===== config.mk =====
export PLATFORM = sky130hd
export DESIGN_NAME = latch_write_sequencer
export DESIGN_NICKNAME = d
export VERILOG_FILES = /design/src/rtl/latch_write_sequencer.sv
export SDC_FILE = /design/constraint.sdc
export NUM_CORES = 1
export LEC_CHECK = 0
export CELL_PAD_IN_SITES_DETAIL_PLACEMENT = 1
export CELL_PAD_IN_SITES_GLOBAL_PLACEMENT = 1
export CORE_ASPECT_RATIO = 1.5
export CORE_MARGIN = 2
export CORE_UTILIZATION = 30
export CTS_CLUSTER_SIZE = 12
export DETAILED_ROUTE_END_ITERATION = 10
export PLACE_DENSITY_LB_ADDON = 0.1
export SETUP_SLACK_MARGIN = 0.02
export SYNTH_ARGS = -nofsm -noshare
export SYNTH_HDL_FRONTEND = slang
export SYNTH_SLANG_ARGS = --single-unit

===== constraint.sdc =====
create_clock -name clk_in -period 4.8 [get_ports clk_in]
set_input_delay 0.72 -clock clk_in [delete_from_list [all_inputs] [get_ports clk_in]]
set_output_delay 0.72 -clock clk_in [all_outputs]
set_load 0.02 [all_outputs]

===== src/rtl/latch_write_sequencer.sv =====
// ============================================================================
// Module  : latch_write_sequencer
// Purpose : Sequences setup / enable-pulse / hold writes into a latch bank.
// Rev     : 1.0  initial release
// ============================================================================
`default_nettype none

module latch_write_sequencer #(
  parameter int WIDTH        = 8,
  parameter int SETUP_CYCLES = 1,
  parameter int PULSE_CYCLES = 2,
  parameter int HOLD_CYCLES  = 1
) (
  input  logic             clk_in,
  input  logic             n_rst_in,
  input  logic             wr_valid_in,
  input  logic [WIDTH-1:0] wr_data_in,
  output logic             wr_ready_out,
  output logic             latch_en_out,
  output logic [WIDTH-1:0] latch_d_out,
  output logic             busy_out,
  output logic             done_out
);

  typedef enum logic [1:0] {
    S_IDLE  = 2'd0,
    S_SETUP = 2'd1,
    S_PULSE = 2'd2,
    S_HOLD  = 2'd3
  } state_t;

  localparam logic [7:0] C_SETUP_LOAD = 8'(SETUP_CYCLES - 1);
  localparam logic [7:0] C_PULSE_LOAD = 8'(PULSE_CYCLES - 1);
  localparam logic [7:0] C_HOLD_LOAD  = 8'(HOLD_CYCLES - 1);

  state_t             r_state;
  logic [7:0]         r_count;
  logic               r_en;
  logic [WIDTH-1:0]   r_d;
  logic               r_done;

  // Data only moves on acceptance in IDLE, so it is frozen across every enable window.
  always_ff @(posedge clk_in or negedge n_rst_in) begin
    if (!n_rst_in) begin
      r_state <= S_IDLE;
      r_count <= 8'd0;
      r_en    <= 1'b0;
      r_d     <= '0;
      r_done  <= 1'b0;
    end else begin
      r_done <= 1'b0;
      case (r_state)
        S_IDLE: begin
          if (wr_valid_in) begin
            r_d     <= wr_data_in;
            r_count <= C_SETUP_LOAD;
            r_state <= S_SETUP;
          end
        end
        S_SETUP: begin
          if (r_count != 8'd0) begin
            r_count <= r_count - 8'd1;
          end else begin
            r_en    <= 1'b1;
            r_count <= C_PULSE_LOAD;
            r_state <= S_PULSE;
          end
        end
        S_PULSE: begin
          if (r_count != 8'd0) begin
            r_count <= r_count - 8'd1;
          end else begin
            r_en    <= 1'b0;
            r_count <= C_HOLD_LOAD;
            r_state <= S_HOLD;
          end
        end
        S_HOLD: begin
          if (r_count != 8'd0) begin
            r_count <= r_count - 8'd1;
          end else begin
            r_done  <= 1'b1;
            r_state <= S_IDLE;
          end
        end
        default: begin
          r_en    <= 1'b0;
          r_state <= S_IDLE;
        end
      endcase
    end
  end

  assign wr_ready_out = (r_state == S_IDLE);
  assign busy_out     = (r_state != S_IDLE);
  assign latch_en_out = r_en;
  assign latch_d_out  = r_d;
  assign done_out     = r_done;

endmodule

`default_nettype wire


# Word-level counts from Yosys, hierarchy flattened
# Cells that the tools add are included.
# word_totals
register_bits	20
in_bits	11
# classes
addsub	1
n_eq_ne	8
mux	15
n_reduce_logical	8
# op_table
operator	n
$mux 8	4
$pmux 8 s4	1
$ne 2x2->1 const B	5
$mux 2	4
$pmux 2 s4	1
$reduce_bool 8->1	1
$sub 8x1->8 const B	1
$eq 2x2->1 const B	2
$mux 1	4
$reduce_and 2->1	2
$reduce_and 4->1	1
$reduce_bool 2->1	2
$reduce_and 3->1	1
$eq 2x1->1 const B	1
$logic_not 2->1	1
$pmux 1 s2	1

# Longest topological paths before layout
# Gate-level depths: netlist (run 1).
# depth
depth_word	3
mapped_depth	7
ltp_nobuf	6

# Worst setup path after synthesis (run 1)
# Ideal clock, no wire load.
# synth_timing
path_type	flip-flop to output port
start	reg r_state[0]
end	out busy_out
arrival_ns	1.027
t_required_ns	4.080
path_slack_ns	3.053
path_stages_with_launch	4
path_buffers	0
cell_sequence	dfrtp_1 inv_1 ha_1 inv_1
# synth_between
elab_chain_cells	1
# synth_lines
item	line	source
start: declaration	36	state_t r_state;
start signal: assignment	45	r_state <= S_IDLE;
start signal: assignment	57	r_state <= S_SETUP;
start signal: assignment	66	r_state <= S_PULSE;
$reduce_bool 2->1	95	assign busy_out = (r_state != S_IDLE);
end: declaration	21	output logic busy_out,
# Every way passes these cells.

# Worst setup path in the final report (run 1)
# Ends and elaborated chain as after synthesis.

==> flow_summary.html, run 1 <==
<table>
<tr><th>Metric</th><th>Value</th></tr>
<tr><th colspan="2">Route</th></tr>
<tr><td>Initial DRC Count</td><td>10</td></tr>
<tr><td>Via-to-Cell Ratio</td><td>5.05</td></tr>
<tr><td>Residual antenna-violating net count after detailed routing</td><td>0</td></tr>
<tr><td>DR pass1 iterations</td><td>4</td></tr>
<tr><td>Detailed-route via count</td><td>788</td></tr>
<tr><td>DRC viols</td><td>0</td></tr>
<tr><td>Total Wirelength</td><td>between 2000 and 2500 um</td></tr>
<tr><td>Average detailed-routed wire length per instance</td><td>around 15 um</td></tr>
<tr><th colspan="2">Min path</th></tr>
<tr><td>Worst hold start</td><td>latch_d_out[6]</td></tr>
<tr><td>Type of the most critical hold path</td><td>register to register</td></tr>
<tr><th colspan="2">Power and ir drop</th></tr>
<tr><td>Internal Dissipation</td><td>about 0.63 mW</td></tr>
<tr><td>Logic gate share of total power</td><td>0.544</td></tr>
<tr><td>Leak pwr</td><td>0.603 nW</td></tr>
<tr><td>Power spent charging and discharging nets</td><td>~0.41 mW</td></tr>
<tr><td>Max rail drop VDD</td><td>roughly 0.28 mV</td></tr>
<tr><td>Switching power as a share of total power</td><td>0.393</td></tr>
<tr><td>Clock power frac</td><td>0.161</td></tr>
<tr><td>Power Density</td><td>roughly 760 nW/um^2</td></tr>
<tr><td>Reg power frac</td><td>0.295</td></tr>
<tr><th colspan="2">Synthesis</th></tr>
<tr><td>Area fraction in compound gates after synthesis</td><td>0.139</td></tr>
<tr><td>XOR/XNOR Fraction of Synth Area</td><td>0</td></tr>
<tr><td>Area fraction in and, or, nand and nor cells after synthesis</td><td>0.181</td></tr>
<tr><td>Syn Std Cell Area</td><td>~1000 um^2</td></tr>
<tr><td>Total of flip-flops plus latches after synthesis</td><td>20</td></tr>
<tr><td>Post-synthesis average cell area</td><td>around 12 um^2</td></tr>
<tr><td>Number of warnings reported in the yosys synthesis log</td><td>0</td></tr>
<tr><td>Dominant combinational cell family by area after synthesis</td><td>simple AND/OR/NAND/NOR gates</td></tr>
<tr><td>Mux contribution to synthesized area</td><td>0.0970</td></tr>
<tr><td>Share of the yosys chip area belonging to registers</td><td>0.479</td></tr>
<tr><td>Number of different library cells in the post-synthesis netlist</td><td>34</td></tr>
<tr><td>Fraction of the mapped netlist area in adder cells</td><td>0.0719</td></tr>
<tr><td>Syn nets</td><td>~110</td></tr>
<tr><td>Gate count of the mapped netlist</td><td>around 90</td></tr>
<tr><th colspan="2">Timing</th></tr>
<tr><td>Fin. max-slew vios</td><td>0</td></tr>
<tr><td>Unrepaired setup endpoints after global routing</td><td>no</td></tr>
<tr><td>Worst-case headroom to the max-slew limit</td><td>0.381</td></tr>
<tr><td>Peak clock frequency supported by timing</td><td>408 MHz</td></tr>
<tr><td>Final worst path period share</td><td>0.511</td></tr>
<tr><td>Clock period minus final worst setup slack</td><td>between 2 and 2.5 ns</td></tr>
<tr><td>Total negative slack</td><td>0 ns</td></tr>
<tr><td>Count of endpoints failing hold in the final timing report</td><td>0</td></tr>
<tr><td>Slew @ Worst Pin</td><td>just over 0.9 ns</td></tr>
<tr><td>Final setup violating endpoints</td><td>0</td></tr>
<tr><td>Post-Route Skew</td><td>between 0.005 and 0.006 ns</td></tr>
<tr><th colspan="2">Placement</th></tr>
<tr><td>Dpl hpwl</td><td>between 1500 and 2000 um</td></tr>
<tr><td>Number of port buffers</td><td>22</td></tr>
<tr><td>Placed standard-cell area</td><td>1310 um^2</td></tr>
<tr><td>Placer Congestion</td><td>approximately 0.76</td></tr>
<tr><th colspan="2">Die</th></tr>
<tr><td>Cell Rows</td><td>26</td></tr>
<tr><td>Effective utilization at floorplan</td><td>0.309</td></tr>
<tr><td>Die boundary width</td><td>52.2 um</td></tr>
<tr><td>Floorplan die area</td><td>approximately 4000 um^2</td></tr>
<tr><td>Ports</td><td>23</td></tr>
<tr><td>Die Ht</td><td>between 70 and 80 um</td></tr>
<tr><td>Core Footprint</td><td>roughly 3400 um^2</td></tr>
<tr><th colspan="2">Setup path</th></tr>
<tr><td>Data arrival time of the critical path</td><td>between 1.5 and 2 ns</td></tr>
<tr><td>Worst path slowest cell</td><td>sky130_fd_sc_hd__clkdlybuf4s50_1</td></tr>
<tr><td>Cell repeated most along the worst path</td><td>sky130_fd_sc_hd__inv_1</td></tr>
<tr><td>Category of the critical setup timing path</td><td>register to output pin</td></tr>
<tr><td>RR Startpoint</td><td>r_count[0]</td></tr>
<tr><td>Cell-by-cell listing of the critical path</td><td>inv_1 &gt; ha_1 &gt; inv_1 &gt; clkdlybuf4s50_1</td></tr>
<tr><td>Worst EP required</td><td>4.08 ns</td></tr>
<tr><td>Crit path largest cell delay</td><td>~0.6 ns</td></tr>
<tr><td>Category of the worst setup path capture point</td><td>output pin</td></tr>
<tr><td>Start point of the critical path</td><td>r_state[0]</td></tr>
<tr><td>Critical path launch point type</td><td>register</td></tr>
<tr><td>Critical-path maximum fanout</td><td>7</td></tr>
<tr><th colspan="2">Flow run</th></tr>
<tr><td>Count of maximum capacitance violations</td><td>0</td></tr>
<tr><th colspan="2">Clock network</th></tr>
<tr><td>Postcts setup bufs</td><td>0</td></tr>
<tr><td>Post_cts resized</td><td>0</td></tr>
<tr><td>CTS Hold Bufs</td><td>0</td></tr>
<tr><td>TritonCTS Buffers</td><td>3</td></tr>
<tr><td>Clock tree root buffer cell</td><td>sky130_fd_sc_hd__clkbuf_8</td></tr>
<tr><td>CTS tree</td><td>done</td></tr>
<tr><td>Deepest clock path buffer count</td><td>2</td></tr>
<tr><td>Clock latency on the worst-skew pair</td><td>around 0.26 ns</td></tr>
<tr><td>Clk slew on worst S/H paths</td><td>around 0.080 ns</td></tr>
<tr><td>Number of clock sinks</td><td>20</td></tr>
<tr><td>CTS H-Tree Depth</td><td>1</td></tr>
<tr><th colspan="2">Global route</th></tr>
<tr><td>Initial antenna violation count</td><td>0</td></tr>
<tr><td>Total global routing overflow</td><td>0</td></tr>
<tr><td>Pin count of the biggest net entering global routing</td><td>21</td></tr>
<tr><td>Gr usage total</td><td>0.129</td></tr>
<tr><td>First-pass GRT wire length</td><td>~3900 um</td></tr>
<tr><td>Number of global-route vias before repair</td><td>about 860</td></tr>
<tr><th colspan="2">Status</th></tr>
<tr><td>Result of the run</td><td>complete, no violations</td></tr>
<tr><th colspan="2">Layout</th></tr>
<tr><td>Most common library cell in the layout ignoring fill and taps</td><td>sky130_fd_sc_hd__clkdlybuf4s50_1</td></tr>
<tr><td>Leading cell types in the layout, fill and taps excluded</td><td>sky130_fd_sc_hd__clkdlybuf4s50_1 (22), sky130_fd_sc_hd__dfrtp_1 (20), sky130_fd_sc_hd__mux2_2 (8)</td></tr>
<tr><td>Ratio of cells with drive above 1 in the final layout</td><td>0.167</td></tr>
<tr><td>Antenna diode instance count</td><td>0</td></tr>
<tr><td>Area of all placed cells without fillers</td><td>approximately 1400 um^2</td></tr>
<tr><td>Sequential cell area in the final layout</td><td>about 500 um^2</td></tr>
<tr><td>Number of nets in the layout</td><td>132</td></tr>
<tr><td>Multi-input gate area in the final layout</td><td>between 500 and 600 um^2</td></tr>
<tr><td>Fill cells</td><td>about 400</td></tr>
<tr><td>Area Growth Syn to Fin</td><td>31.9%</td></tr>
</table>
[logic make-up after synthesis]
family                   after synthesis
buffers and inverters                  7
flip-flops                            20
AND/OR/NAND/NOR                       27
adder cells (fa/ha/maj)                6
AO/OA/AOI/OAI                         20
multiplexers                           9
[power by group through the flow]
stage / registers [mW] / logic (mW) / clock network, mW
global placement: 0.307 / 0.562 / 0
global route: 0.317 / 0.630 / 0.181
CTS: 0.309 / 0.578 / 0.175
detailed placement: 0.312 / 0.577 / 0
floorplan: 0.351 / 0.355 / 0
finish: 0.308 / 0.569 / 0.168
[critical path, delay by kind of cell, from the launching register on]
kind       cells  cell delay (ns)
buf+inv        3             0.78
flops          1             0.40
fa+ha+maj      1             0.29
[synth_stat cells]
| cell | n | area share |
|---|---|---|
| sky130_fd_sc_hd__a31oi_1 | 3 | 0.018 |
| sky130_fd_sc_hd__mux2_2 | 8 | 0.086 |
| sky130_fd_sc_hd__buf_6 | 1 | 0.011 |
| sky130_fd_sc_hd__a21boi_0 | 1 | 0.0072 |
| sky130_fd_sc_hd__a221o_1 | 1 | 0.0096 |
| sky130_fd_sc_hd__o31a_1 | 1 | 0.0084 |
| sky130_fd_sc_hd__nand2b_1 | 3 | 0.018 |
| sky130_fd_sc_hd__or3b_1 | 1 | 0.0084 |
| sky130_fd_sc_hd__a21oi_1 | 5 | 0.024 |
| sky130_fd_sc_hd__a22o_1 | 1 | 0.0084 |
| sky130_fd_sc_hd__nor4b_4 | 1 | 0.023 |
| sky130_fd_sc_hd__nor2_1 | 5 | 0.018 |
| sky130_fd_sc_hd__a211oi_2 | 1 | 0.012 |
| sky130_fd_sc_hd__nand3_1 | 2 | 0.0096 |
| sky130_fd_sc_hd__and2b_2 | 1 | 0.0084 |
| sky130_fd_sc_hd__nand2_1 | 5 | 0.018 |
| sky130_fd_sc_hd__mux2_1 | 1 | 0.011 |
| sky130_fd_sc_hd__nor3_2 | 1 | 0.0096 |
| sky130_fd_sc_hd__o22a_1 | 1 | 0.0084 |
| sky130_fd_sc_hd__and3_1 | 2 | 0.012 |
| sky130_fd_sc_hd__o32a_1 | 1 | 0.0096 |
| sky130_fd_sc_hd__and4b_1 | 1 | 0.0096 |
| sky130_fd_sc_hd__a21o_1 | 1 | 0.0072 |
| sky130_fd_sc_hd__inv_1 | 6 | 0.022 |
| sky130_fd_sc_hd__nor4bb_1 | 1 | 0.0096 |
| sky130_fd_sc_hd__o32ai_1 | 1 | 0.0084 |
| sky130_fd_sc_hd__o21ai_0 | 2 | 0.0096 |
| sky130_fd_sc_hd__ha_1 | 6 | 0.072 |
| sky130_fd_sc_hd__dfrtp_1 | 20 | 0.48 |
| sky130_fd_sc_hd__a31o_2 | 1 | 0.0084 |
| sky130_fd_sc_hd__nor3_4 | 1 | 0.016 |
| sky130_fd_sc_hd__nor4_1 | 1 | 0.0060 |
| sky130_fd_sc_hd__and2_4 | 1 | 0.0084 |
| sky130_fd_sc_hd__nand3b_1 | 1 | 0.0072 |
[through the flow]
stage	hold slack (ns)	worst slack [ns]	instances	utilization	power, mW
after global placement	0.485	2.64	152	0.386	0.870
after floorplan	0.424	3.05	89	-	0.706
after global routing	0.526	2.24	156	0.407	1.13
after detailed placement	0.496	2.62	152	0.386	0.889
final	0.509	2.35	156	0.407	1.05
after CTS	0.514	2.32	156	0.407	1.06
[routing by layer]
metal | up-vias | global-route usage | share of wire | routed length [um]
met2 | 20 | 0.251 | 0.56 | 1290
met3 | 4 | 0.0118 | 0.031 | 72
met1 | 390 | 0.129 | 0.40 | 916
met4 | 0 | 0.0615 | 0.016 | 36
met5 | - | 0 | 0 | 0
li1 | 374 | - | - | -
[path summary, 6_finish.rpt]
path                             endpoint  slack, ns  depth (start not counted)
max reg2reg                    r_count[4]       2.65                          6
max in group asynchronous        done_out       3.26                          1
max                              busy_out       2.35                          4
min in group asynchronous  latch_d_out[5]       0.97                          1
min reg2reg                latch_d_out[6]       0.51                          1
min                        latch_d_out[6]       0.51                          1
[registers in the layout (all words and copies together) (netlist names)]
register and cells:
r_state 2, latch_d_out 8, done_out 1, latch_en_out 1, r_count 8
[final cells by class]
class,instances,area share
clock buffer,3,0.0300
clock inverter,1,0.0218
inverter,6,0.0163
multi-input combinational,62,0.371
sequential,20,0.363
tap,42,0.0381
timing repair buffer,22,0.160
(Power assumes the default switching activity.)
==> inputs of run 2 (changes only) <==
- clock period: 4.8 -> 2.5 ns (I/O delays scaled with it)
==> run 2 against run 1 <==
Flip-flop and latch count stayed put. Sequential share of layout area is 0.40 points higher. Clock skew decreased by 0.00097 ns. Non-clock buffer count is 2 higher. Wire length increased by 1.3%. Final cell count rose by 0.64%. Combinational power up 97%. Largest cell class unchanged. Final area fell by 1.1%. Total power rose by 84%. Hold slack got worse by 0.055 ns. Die area is the same. Core utilization decreased by 0.44 points.
==> flow_summary.html, run 2 (same netlist as run 1, synthesis figures left out) <==
<table>
<tr><th>Metric</th><th>Value</th></tr>
<tr><th colspan="2">Status</th></tr>
<tr><td>Result of the run</td><td>complete, no violations (unchanged)</td></tr>
<tr><th colspan="2">Power and ir drop</th></tr>
<tr><td>Clock power frac</td><td>0.109 (was 0.161)</td></tr>
<tr><td>Logic gate share of total power</td><td>0.585 (was 0.544)</td></tr>
<tr><td>Leak pwr</td><td>0.599 nW (was 0.603 nW)</td></tr>
<tr><td>Total design power</td><td>1.92 mW (was 1.05 mW)</td></tr>
<tr><td>Max rail drop VDD</td><td>0.628 mV (was 0.284 mV)</td></tr>
<tr><td>Internal Dissipation</td><td>1.13 mW (was 0.635 mW)</td></tr>
<tr><td>Reg power frac</td><td>0.307 (was 0.295)</td></tr>
<tr><td>Power spent charging and discharging nets</td><td>0.786 mW (was 0.410 mW)</td></tr>
<tr><td>Power Density</td><td>1410 nW/um^2 (was 759 nW/um^2)</td></tr>
<tr><td>Switching power as a share of total power</td><td>0.409 (was 0.393)</td></tr>
<tr><th colspan="2">Timing</th></tr>
<tr><td>Slew @ Worst Pin</td><td>0.652 ns (was 0.926 ns)</td></tr>
<tr><td>Worst-case headroom to the max-slew limit</td><td>0.564 (was 0.381)</td></tr>
<tr><td>Total negative slack</td><td>0 ns (unchanged)</td></tr>
<tr><td>Count of endpoints failing hold in the final timing report</td><td>0 (unchanged)</td></tr>
<tr><td>Unrepaired setup endpoints after global routing</td><td>no (unchanged)</td></tr>
<tr><td>Post-Route Skew</td><td>0.00421 ns (was 0.00517 ns)</td></tr>
<tr><td>Clock period minus final worst setup slack</td><td>between 2 and 2.5 ns</td></tr>
<tr><td>Final setup violating endpoints</td><td>0 (unchanged)</td></tr>
<tr><td>Fin. max-slew vios</td><td>0 (unchanged)</td></tr>
<tr><td>Peak clock frequency supported by timing</td><td>between 400 and 500 MHz</td></tr>
<tr><td>Final worst path period share</td><td>0.842</td></tr>
<tr><th colspan="2">Layout</th></tr>
<tr><td>Fill cells</td><td>384 (was 395)</td></tr>
<tr><td>Leading cell types in the layout, fill and taps excluded</td><td>sky130_fd_sc_hd__clkdlybuf4s50_1 (22), sky130_fd_sc_hd__dfrtp_1 (20), sky130_fd_sc_hd__mux2_2 (8) (unchanged)</td></tr>
<tr><td>Antenna diode instance count</td><td>0 (unchanged)</td></tr>
<tr><td>Area of all placed cells without fillers</td><td>1360 um^2 (was 1380 um^2)</td></tr>
<tr><td>Sequential cell area in the final layout</td><td>500 um^2 (unchanged)</td></tr>
<tr><td>Ratio of cells with drive above 1 in the final layout</td><td>0.174 (was 0.167)</td></tr>
<tr><td>Number of nets in the layout</td><td>134 (was 132)</td></tr>
<tr><td>Most common library cell in the layout ignoring fill and taps</td><td>sky130_fd_sc_hd__clkdlybuf4s50_1 (unchanged)</td></tr>
<tr><td>Multi-input gate area in the final layout</td><td>510 um^2 (unchanged)</td></tr>
<tr><td>Area Growth Syn to Fin</td><td>30.4% (was 31.9%)</td></tr>
<tr><th colspan="2">Route</th></tr>
<tr><td>Detailed-route via count</td><td>785 (was 788)</td></tr>
<tr><td>Initial DRC Count</td><td>3 (was 10)</td></tr>
<tr><td>Residual antenna-violating net count after detailed routing</td><td>0 (unchanged)</td></tr>
<tr><td>Via-to-Cell Ratio</td><td>5.00 (was 5.05)</td></tr>
<tr><td>DR pass1 iterations</td><td>2 (was 4)</td></tr>
<tr><td>Average detailed-routed wire length per instance</td><td>14.9 um (was 14.8 um)</td></tr>
<tr><td>Total Wirelength</td><td>2340 um (was 2310 um)</td></tr>
<tr><td>DRC viols</td><td>0 (unchanged)</td></tr>
<tr><th colspan="2">Setup path</th></tr>
<tr><td>Worst flop-to-flop path endpoint</td><td>r_count[4] (unchanged)</td></tr>
<tr><td>Critical-path maximum fanout</td><td>7 (unchanged)</td></tr>
<tr><td>Worst-case register-to-register setup slack</td><td>0.43 ns (was 2.65 ns)</td></tr>
<tr><td>Critical path launch point type</td><td>register (unchanged)</td></tr>
<tr><td>Data arrival time of the critical path</td><td>1.73 ns (about the same)</td></tr>
<tr><td>FF-to-FF path depth</td><td>6 (unchanged)</td></tr>
<tr><td>Category of the worst setup path capture point</td><td>output pin (unchanged)</td></tr>
<tr><td>RR Startpoint</td><td>r_count[0] (unchanged)</td></tr>
<tr><td>Category of the critical setup timing path</td><td>register to output pin (unchanged)</td></tr>
<tr><td>Worst EP required</td><td>2.12 ns (was 4.08 ns)</td></tr>
<tr><th colspan="2">Clock network</th></tr>
<tr><td>Clock latency on the worst-skew pair</td><td>0.26 ns (about the same)</td></tr>
<tr><td>Deepest clock path buffer count</td><td>2 (unchanged)</td></tr>
<tr><td>Clk slew on worst S/H paths</td><td>0.07 ns (was 0.08 ns)</td></tr>
<tr><td>Number of clock sinks</td><td>20 (unchanged)</td></tr>
<tr><td>TritonCTS Buffers</td><td>3 (unchanged)</td></tr>
<tr><td>Postcts setup bufs</td><td>0 (unchanged)</td></tr>
<tr><td>Post_cts resized</td><td>0 (unchanged)</td></tr>
<tr><td>Clock tree root buffer cell</td><td>sky130_fd_sc_hd__clkbuf_8 (unchanged)</td></tr>
<tr><td>CTS Hold Bufs</td><td>0 (unchanged)</td></tr>
<tr><td>CTS H-Tree Depth</td><td>1 (unchanged)</td></tr>
<tr><td>CTS tree</td><td>done (unchanged)</td></tr>
<tr><th colspan="2">Placement</th></tr>
<tr><td>Dpl hpwl</td><td>1820 um (was 1800 um)</td></tr>
<tr><td>Placer Congestion</td><td>0.729 (was 0.756)</td></tr>
<tr><td>Number of port buffers</td><td>22 (unchanged)</td></tr>
<tr><td>Placed standard-cell area</td><td>1320 um^2 (was 1310 um^2)</td></tr>
<tr><th colspan="2">Global route</th></tr>
<tr><td>Initial antenna violation count</td><td>0 (unchanged)</td></tr>
<tr><td>Pin count of the biggest net entering global routing</td><td>21 (unchanged)</td></tr>
<tr><td>Met1 Use GR</td><td>0.144 (was 0.129)</td></tr>
<tr><td>Number of global-route vias before repair</td><td>845 (was 862)</td></tr>
<tr><td>Routing layer with the top usage in global route</td><td>met2 (unchanged)</td></tr>
<tr><td>Total global routing overflow</td><td>0 (unchanged)</td></tr>
<tr><td>Gr usage total</td><td>0.136 (was 0.129)</td></tr>
<tr><td>First-pass GRT wire length</td><td>3980 um (was 3900 um)</td></tr>
<tr><td>Met2 track demand over resource</td><td>0.243 (was 0.251)</td></tr>
<tr><td>M3 GR Usage</td><td>0.0216 (was 0.0118)</td></tr>
<tr><th colspan="2">Die</th></tr>
<tr><td>Die boundary width</td><td>52.2 um (unchanged)</td></tr>
<tr><td>Cell Rows</td><td>26 (unchanged)</td></tr>
<tr><td>Ports</td><td>23 (unchanged)</td></tr>
<tr><td>Die Ht</td><td>76.3 um (unchanged)</td></tr>
<tr><td>Core Footprint</td><td>3380 um^2 (unchanged)</td></tr>
<tr><td>Effective utilization at floorplan</td><td>0.309 (unchanged)</td></tr>
<tr><td>Floorplan die area</td><td>3980 um^2 (unchanged)</td></tr>
<tr><th colspan="2">Min path</th></tr>
<tr><td>Type of the most critical hold path</td><td>primary input to async pin (was register to register)</td></tr>
<tr><th colspan="2">Flow run</th></tr>
<tr><td>Count of maximum capacitance violations</td><td>0 (unchanged)</td></tr>
</table>
-- run 2: power groups by stage --
stage          clock, mW  sequential (mW)  combinational, mW
5_1_grt            0.232            0.612               1.25
3_3_place_gp           0            0.587               1.11
4_1_cts            0.221            0.593               1.14
3_5_place_dp           0            0.599               1.13
2_1_floorplan          0            0.674              0.683
6_report           0.209            0.589               1.12
-- run 2: cell type report --
| class | count | area share |
|---|---|---|
| well taps | 42 | 0.0386 |
| flip-flops and latches | 20 | 0.367 |
| inverters | 6 | 0.0165 |
| repair buffers | 24 | 0.173 |
| multi-input cells | 62 | 0.375 |
| clock buffers | 3 | 0.0303 |
-- run 2: worst max-delay path, cell delays in order, from the launching register on --
cell and delay, ns:
sky130_fd_sc_hd__dfrtp_1 0.39, sky130_fd_sc_hd__inv_1 0.08, sky130_fd_sc_hd__ha_1 0.29, sky130_fd_sc_hd__inv_1 0.10, sky130_fd_sc_hd__clkdlybuf4s50_1 0.60
-- run 2: metal layers --
metal / up-vias / routed length, um
met5: - / 0
met4: 0 / 60
met3: 4 / 86
met2: 16 / 1280
met1: 390 / 913
li1: 375 / -
-- run 2: stage by stage --
| step | setup slack (ns) | util | hold slack, ns | std cells |
|---|---|---|---|---|
| after floorplan | 0.786 | - | 0.0794 | 89 |
| after global placement | 0.545 | 0.391 | 0.486 | 154 |
| after detailed placement | 0.453 | 0.391 | 0.498 | 154 |
| after CTS | 0.368 | 0.403 | 0.463 | 157 |
| after global routing | 0.292 | 0.403 | 0.493 | 157 |
| final | 0.395 | 0.403 | 0.454 | 157 |
-- run 2: how the worst max path moves through the flow --
stage	start	to	slack, ns	depth (start not counted)
finish	r_state[0]	busy_out	0.40	4
global route	r_state[0]	busy_out	0.29	4
CTS	r_state[0]	busy_out	0.37	4
detailed placement	r_count[0]	r_count[4]	0.45	6
global placement	r_count[0]	r_count[4]	0.54	6
floorplan	r_state[0]	r_state[1]	0.79	5
